**src/rtl/sr_ff_driver_pkg.sv**
```systemverilog
// ============================================================================
// sr_ff_driver_pkg : shared encodings and counter sizing for the SR flop driver
// Rev 1.0
// ============================================================================
`default_nettype none

package sr_ff_driver_pkg;

   localparam logic [1:0] SR_IDLE  = 2'd0;
   localparam logic [1:0] SR_PULSE = 2'd1;
   localparam logic [1:0] SR_WAIT  = 2'd2;
   localparam logic [1:0] SR_FIN   = 2'd3;

   localparam logic [1:0] SR_ERR_NONE     = 2'b00;
   localparam logic [1:0] SR_ERR_TIMEOUT  = 2'b01;
   localparam logic [1:0] SR_ERR_FEEDBACK = 2'b10;

   // Width able to hold the larger terminal value without wrapping.
   function automatic int sr_cnt_width(input int a, input int b);
      int m;
      m = (a > b) ? a : b;
      return (m < 1) ? 1 : $clog2(m + 1);
   endfunction

endpackage

`default_nettype wire

```
**src/rtl/sr_cycle_cnt.sv**
```systemverilog
// ============================================================================
// sr_cycle_cnt : loadable up-counter with clear, enable and terminal compare
// Rev 1.0
// ============================================================================
`default_nettype none

module sr_cycle_cnt #(
   parameter int WIDTH = 4
) (
   input  logic             clk,
   input  logic             reset_n,
   input  logic             clr,
   input  logic             load,
   input  logic [WIDTH-1:0] load_val,
   input  logic             en,
   input  logic [WIDTH-1:0] term_val,
   output logic             at_term
);

   logic [WIDTH-1:0] r_count;

   always_ff @(posedge clk or negedge reset_n) begin
      if (!reset_n) begin
         r_count <= '0;
      end else if (clr) begin
         r_count <= '0;
      end else if (load) begin
         r_count <= load_val;
      end else if (en) begin
         r_count <= r_count + 1'b1;
      end
   end

   assign at_term = (r_count == term_val);

endmodule

`default_nettype wire

```
**src/rtl/sr_ff_driver.sv**
```systemverilog
// ============================================================================
// sr_ff_driver : drives an SR flop to a requested level, confirms via Q/QN
// Rev 1.0
// ============================================================================
`default_nettype none

module sr_ff_driver
   import sr_ff_driver_pkg::*;
#(
   parameter int PULSE_LEN = 1,
   parameter int TIMEOUT   = 8
) (
   input  logic       clk,
   input  logic       reset_n,
   input  logic       req_valid,
   input  logic       req_level,
   output logic       req_ready,
   output logic       set_out,
   output logic       reset_out,
   input  logic       q_fb,
   input  logic       qn_fb,
   output logic       done,
   output logic       err,
   output logic [1:0] err_code
);

   localparam int CNT_W = sr_cnt_width(PULSE_LEN, TIMEOUT);
   localparam logic [CNT_W-1:0] c_pulse_term = CNT_W'(PULSE_LEN);
   localparam logic [CNT_W-1:0] c_wait_term  = CNT_W'(TIMEOUT);
   localparam logic [CNT_W-1:0] c_one        = CNT_W'(1);

   logic [1:0] r_state, w_state_nxt;
   logic       r_level;
   logic       r_ready, r_set, r_reset, r_done, r_err;
   logic [1:0] r_err_code;

   logic       w_ready_nxt, w_set_nxt, w_reset_nxt, w_done_nxt, w_err_nxt;
   logic [1:0] w_err_code_nxt;
   logic       w_cnt_clr, w_cnt_load, w_cnt_en, w_cnt_at_term;
   logic [CNT_W-1:0] w_cnt_term;

   wire w_accept   = (r_state == SR_IDLE) && req_valid && r_ready;
   wire w_at_level = (q_fb == req_level) && (qn_fb == ~req_level);
   wire w_match    = (q_fb == r_level) && (qn_fb == ~r_level);

   assign w_cnt_term = (r_state == SR_PULSE) ? c_pulse_term : c_wait_term;

   sr_cycle_cnt #(.WIDTH(CNT_W)) u_cnt (
      .clk      (clk),
      .reset_n  (reset_n),
      .clr      (w_cnt_clr),
      .load     (w_cnt_load),
      .load_val (c_one),
      .en       (w_cnt_en),
      .term_val (w_cnt_term),
      .at_term  (w_cnt_at_term)
   );

   always_ff @(posedge clk or negedge reset_n) begin
      if (!reset_n) begin
         r_state    <= SR_IDLE;
         r_level    <= 1'b0;
         r_ready    <= 1'b0;
         r_set      <= 1'b0;
         r_reset    <= 1'b0;
         r_done     <= 1'b0;
         r_err      <= 1'b0;
         r_err_code <= SR_ERR_NONE;
      end else begin
         r_state    <= w_state_nxt;
         r_ready    <= w_ready_nxt;
         r_set      <= w_set_nxt;
         r_reset    <= w_reset_nxt;
         r_done     <= w_done_nxt;
         r_err      <= w_err_nxt;
         r_err_code <= w_err_code_nxt;
         if (w_accept) begin
            r_level <= req_level;
         end
      end
   end

   always_comb begin
      w_state_nxt = r_state;
      case (r_state)
         SR_IDLE:  if (w_accept) w_state_nxt = w_at_level ? SR_FIN : SR_PULSE;
         SR_PULSE: if (w_cnt_at_term) w_state_nxt = SR_WAIT;
         SR_WAIT: begin
            if (w_match)            w_state_nxt = SR_FIN;
            else if (w_cnt_at_term) w_state_nxt = SR_IDLE;
         end
         default:  w_state_nxt = SR_IDLE;
      endcase
   end

   // Pulse counter is preloaded with 1 at acceptance so the pulse spans exactly PULSE_LEN cycles.
   always_comb begin
      w_ready_nxt    = 1'b0;
      w_set_nxt      = 1'b0;
      w_reset_nxt    = 1'b0;
      w_done_nxt     = 1'b0;
      w_err_nxt      = 1'b0;
      w_err_code_nxt = r_err_code;
      w_cnt_clr      = 1'b0;
      w_cnt_load     = 1'b0;
      w_cnt_en       = 1'b0;
      case (r_state)
         SR_IDLE: begin
            if (w_accept) begin
               w_err_code_nxt = SR_ERR_NONE;
               if (!w_at_level) begin
                  w_set_nxt   = req_level;
                  w_reset_nxt = ~req_level;
                  w_cnt_load  = 1'b1;
               end
            end else begin
               w_ready_nxt = 1'b1;
            end
         end
         SR_PULSE: begin
            if (w_cnt_at_term) begin
               w_cnt_clr = 1'b1;
            end else begin
               w_set_nxt   = r_level;
               w_reset_nxt = ~r_level;
               w_cnt_en    = 1'b1;
            end
         end
         SR_WAIT: begin
            if (!w_match) begin
               if (w_cnt_at_term) begin
                  w_err_nxt      = 1'b1;
                  w_ready_nxt    = 1'b1;
                  w_err_code_nxt = (q_fb == qn_fb) ? SR_ERR_FEEDBACK : SR_ERR_TIMEOUT;
               end else begin
                  w_cnt_en = 1'b1;
               end
            end
         end
         default: begin
            w_done_nxt  = 1'b1;
            w_ready_nxt = 1'b1;
         end
      endcase
   end

   assign req_ready = r_ready;
   assign set_out   = r_set;
   assign reset_out = r_reset;
   assign done      = r_done;
   assign err       = r_err;
   assign err_code  = r_err_code;

endmodule

`default_nettype wire

```
**config.mk**
```make
export PLATFORM = sky130hd
export DESIGN_NAME = sr_ff_driver
export DESIGN_NICKNAME = d
export VERILOG_FILES = /design/src/rtl/sr_ff_driver_pkg.sv /design/src/rtl/sr_cycle_cnt.sv /design/src/rtl/sr_ff_driver.sv
export SDC_FILE = /design/constraint.sdc
export NUM_CORES = 1
export LEC_CHECK = 0
export ABC_AREA = 1
export ABC_CLOCK_PERIOD_IN_PS = 3650
export CAP_MARGIN = 40
export CORE_MARGIN = 2
export CORE_UTILIZATION = 45
export DETAILED_ROUTE_END_ITERATION = 10
export PLACE_DENSITY = 0.68
export SYNTH_ARGS = -nofsm -noshare
export SYNTH_HDL_FRONTEND = slang
export SYNTH_SLANG_ARGS = --single-unit
```
**constraint.sdc**
```tcl
create_clock -name clk -period 3.65 [get_ports clk]
set_clock_uncertainty 0.15 [all_clocks]
set_input_delay 0.73 -clock clk [delete_from_list [all_inputs] [get_ports clk]]
set_output_delay 0.73 -clock clk [all_outputs]
set_load 0.02 [all_outputs]
```
Word level (Yosys, flattened, before mapping). Index checks and enable logic that the tools add are counted.

Bits of input ports: 6. Register bits after elaboration: 14. Word-level logic and storage cells: 71. Output and inout port bits: 7.

Reductions and logical operators: 10. Muxes and demuxes: 36. Eq/ne operators: 13. Bitwise operators: 2. Add/subtract/negate cells: 1.

Operators by type and width (number): $mux W2 (9); $mux W1 (17); $mux W4 (4); $pmux W1 S2 (3); $pmux W2 S3 (1); $eq A1 B1 Y1 (5); $add A4 B1 Y4 const B (1); $eq A4 B4 Y1 (1); $logic_and A1 B1 Y1 (4); $ne A2 B1 Y1 const B (2); $ne A2 B2 Y1 const B (2); $pmux W2 S2 (1); $reduce_and A4 Y1 (1); $ne A3 B2 Y1 const B (1); $pmux W1 S3 (1); $reduce_and A3 Y1 (1); $reduce_bool A3 Y1 (1); $reduce_or A3 Y1 (1); $eq A2 B1 Y1 const B (1); $eq A2 B2 Y1 const B (1); $logic_not A2 Y1 (1); $not A1 Y1 (2); $reduce_bool A2 Y1 (1).

Depth between registers and ports, before layout.
Depth after elaboration: 9. Depth in mapped cells: 10.

Modules after synthesis. Synthesis repeated with hierarchy kept, for this count alone.

Cells, all modules: 112. Area total of the unflattened synthesis: 883.3 um2.

By module, submodules not included: sr_ff_driver (times used 1, area an instance 590.6 um2, cells each 74); sr_cycle_cnt (times used 1, area an instance 292.8 um2, cells each 38).

Worst setup path before layout. Ideal clock, no wire load.

Path kind: input -> register. From: in q_fb. To: reg u_cnt.r_count[0]. Stages: 8. Slack: 2.055 ns. Path buffers: 0. Arrival: 1.329 ns. Cells stage by stage: inv_1 > nand2_1 > nand3_2 > nand2_4 > nor2_8 > nand2_4 > nand2_1 > nand2_1.

Word-level cells in the longest chain between the ends: 7.

RTL lines: start: declaration (RTL line sr_ff_driver.sv:20) `input logic q_fb,`; $eq A1 B1 Y1 (RTL line sr_ff_driver.sv:43) `wire w_at_level = (q_fb == req_level) && (qn_fb == ~req_level);`; $logic_and A1 B1 Y1 (RTL line sr_ff_driver.sv:43); $mux W1 (RTL line sr_ff_driver.sv:111) `if (!w_at_level) begin`; $mux W1 (RTL line sr_ff_driver.sv:109) `if (w_accept) begin`; $mux W1 (RTL line sr_ff_driver.sv:107) `case (r_state)`; $mux W4 (RTL line sr_cycle_cnt.sv:27) `end else if (load) begin`; $mux W4 (RTL line sr_cycle_cnt.sv:25) `end else if (clr) begin`; end signal: assignment (RTL line sr_cycle_cnt.sv:28) `r_count <= load_val;`; end signal: assignment (RTL line sr_cycle_cnt.sv:30) `r_count <= r_count + 1'b1;`; end: declaration (RTL line sr_cycle_cnt.sv:20) `logic [WIDTH-1:0] r_count;`.

Several ways; a longest one is shown, not always the timed one. A chain may end at the register's enable or synchronous reset.

Worst setup path after layout.
From: reg r_ready, in the netlist req_ready. To: out req_ready.

RTL lines: start: declaration (RTL line sr_ff_driver.sv:34) `logic r_ready, r_set, r_reset, r_done, r_err;`; start signal: assignment (RTL line sr_ff_driver.sv:71) `r_ready <= w_ready_nxt;`; end: declaration (RTL line sr_ff_driver.sv:17) `output logic req_ready,`.

No word-level cell between the ends.

==> run metrics <==
clock share of power=0.099; DRC Markers=0; slowest cell delay on critical path=620 ps; Synth Warn #=0; post-synth net total=131; Max rail drop VDD=406 uV; fin util=0.571; Root Buffer=clkbuf_4; Top delay family on crit path=buffers and inverters; setup TNS=0 ps; initial antenna violation count=0; Least-Margin Pin Slew=640 ps; CP arrival=1290 ps; vias in the first global route=741; final net count=148; Buf/Inv on CP=1; Rel. slew slack=0.572; P_sw=0.000433 W; dpl hpwl=1390 um; maximum clock frequency=461 MHz; die area=2480 sq um; Seq pwr share=0.307; Tmin final=2170 ps; leading area contributor after synthesis=dfrtp_1; fin. max-slew vios=0; CTS tree=yes; Syn Std Cell Area=945 sq um; largest net degree at the start of global routing=15; post-synth top area share=0.371; DR iter-0 viols=25; # H-tree levels=1; critical path required time=2770 ps; gr ovfl total=0; deepest clock path buffer count=2; Sw Ratio=0.474; Clock transition at path regs=90 ps; TritonCTS Buffers=3; first-pass GRT wire length=3200 um; Pre-antenna DRT Iters=4; Initial Util=0.482; Startpoint Class=flop; final setup vio count=0; die width=49.8 um; leakage power=0.591 nW; Post-Syn Area per Cell=7.94 sq um; WL final=1770 um; synthesized flop and latch total=14; Synth Instances=119; Clock Sinks=14; min-delay worst type=reg -> reg; crit-path cells=clkdlybuf4s50_1; Skew-Pair Late Insertion Delay=280 ps; share of cells above drive strength 1=0.149; remaining antenna violation count after routing=0; sequential element share of the synthesized area=0.371; crit-path max FO=2; synth top area cells=dfrtp_1 37%, nand2_1 17%, ha_1 7.9%; Synth cell types=21; Vias/cell=4.86; Routed wire per std cell=11.0 um; P per Cell Area=815 nW/um^2; combinational share of power=0.594; setup ws final=1480 ps; Tot Pwr=0.000914 W; final hold vios=0; cts repair resizes=0; RSZ-0062 raised after global routing=false; n_diodes=0; # port buffers=12; Slowest-stage cell, CP=clkdlybuf4s50_1; internal power=0.000481 W; Ports=13; Rows=16; worst slack, placed=1430 ps; period utilization=0.595; Worst setup EP type=primary output; Area Overhead vs Synth=18.7%; Core ar.=1960 sq um; via count=783; Die Ht=49.8 um; GP Congestion=0.873; critical path type=reg -> out; status=finished clean; # Max-Cap Violations=0; post-CTS setup buffer count=0; CTS Hold Bufs=0; Total GRT Usage=0.166
-- worst paths after layout --
path | start | end | slack (ps) | depth (start not counted)
setup reg to reg | r_state[0] | u_cnt.r_count[1] | 1960 | 9
hold / removal | err_code[1] | err_code[1] | 330 | 2
min in group asynchronous | reset_n | err_code[1] | 690 | 1
setup / recovery | req_ready | req_ready | 1480 | 1
hold reg to reg | err_code[1] | err_code[1] | 330 | 2
max in group asynchronous | reset_n | done | 2250 | 1
-- Yosys cell counts, drive strengths merged --
master	count
a21boi	1
a21oi	2
nor2	10
bufinv	1
nor3	1
o21ai	6
xnor2	1
ha	6
nand3	16
xor2	1
inv	12
nand4	2
dfrtp	14
nand2	46
-- power groups by stage --
stage                     Combinational (W)  Sequential [W]  Clock [W]
after global routing               0.000613        0.000292  0.0000990
after detailed placement           0.000539        0.000285          0
after global placement             0.000532        0.000284          0
after floorplan                    0.000367        0.000312          0
after CTS                          0.000545        0.000281  0.0000892
final                              0.000542        0.000281  0.0000906
-- worst min-delay path: stages, from the launching register on --
cell and delay (ps):
dfrtp_1 360, nand2_1 50, nand2_1 40
-- flip-flops by register name (all words and copies together), names as in the netlist --
| name | cells |
|---|---|
| reset_out | 1 |
| set_out | 1 |
| req_ready | 1 |
| err | 1 |
| r_level | 1 |
| r_state | 2 |
| u_cnt.r_count | 4 |
| done | 1 |
| err_code | 2 |
-- placed cells by master, fill, tap and decap left out, types with 3 or more instances in the layout --
cell type,instances
inv_1,8
o21ai_1,5
ha_1,6
clkbuf_4,3
inv_2,4
dfrtp_1,14
nand3_1,12
nand3_2,4
nand2_1,42
nand2_4,3
nor2_1,7
clkdlybuf4s50_1,12
-- cell families after synthesis --
| group | synth area share |
|---|---|
| buf+inv | 0.0662 |
| fa+ha+maj | 0.0795 |
| xor+xnor | 0.0185 |
| compound gates | 0.0543 |
| flops | 0.371 |
| simple gates | 0.411 |
-- through the flow --
stage          hold slack (ps)  cells  cell area [sq um]
3_5_place_dp               320    158               1100
3_3_place_gp               309    158               1100
4_1_cts                    342    161               1120
2_1_floorplan              284    119                945
5_1_grt                    372    161               1120
6_report                   333    161               1120
-- metal layers --
layer | global-route usage | vias up | part of all wire
met5 | 0 | - | 0
met4 | 0.0556 | 0 | 0.015
met3 | 0.0303 | 5 | 0.036
met2 | 0.269 | 19 | 0.45
met1 | 0.223 | 350 | 0.50
li1 | - | 409 | -
-- area by class of cell --
| cell class | count | area, sq um |
|---|---|---|
| inverters | 13 | 62.6 |
| well taps | 27 | 33.8 |
| repair buffers | 12 | 120 |
| flip-flops and latches | 14 | 350 |
| multi-input cells | 92 | 532 |
| fillers | 180 | 841 |
| clock buffers | 3 | 22.5 |
Power figures use the tool's default switching activity.
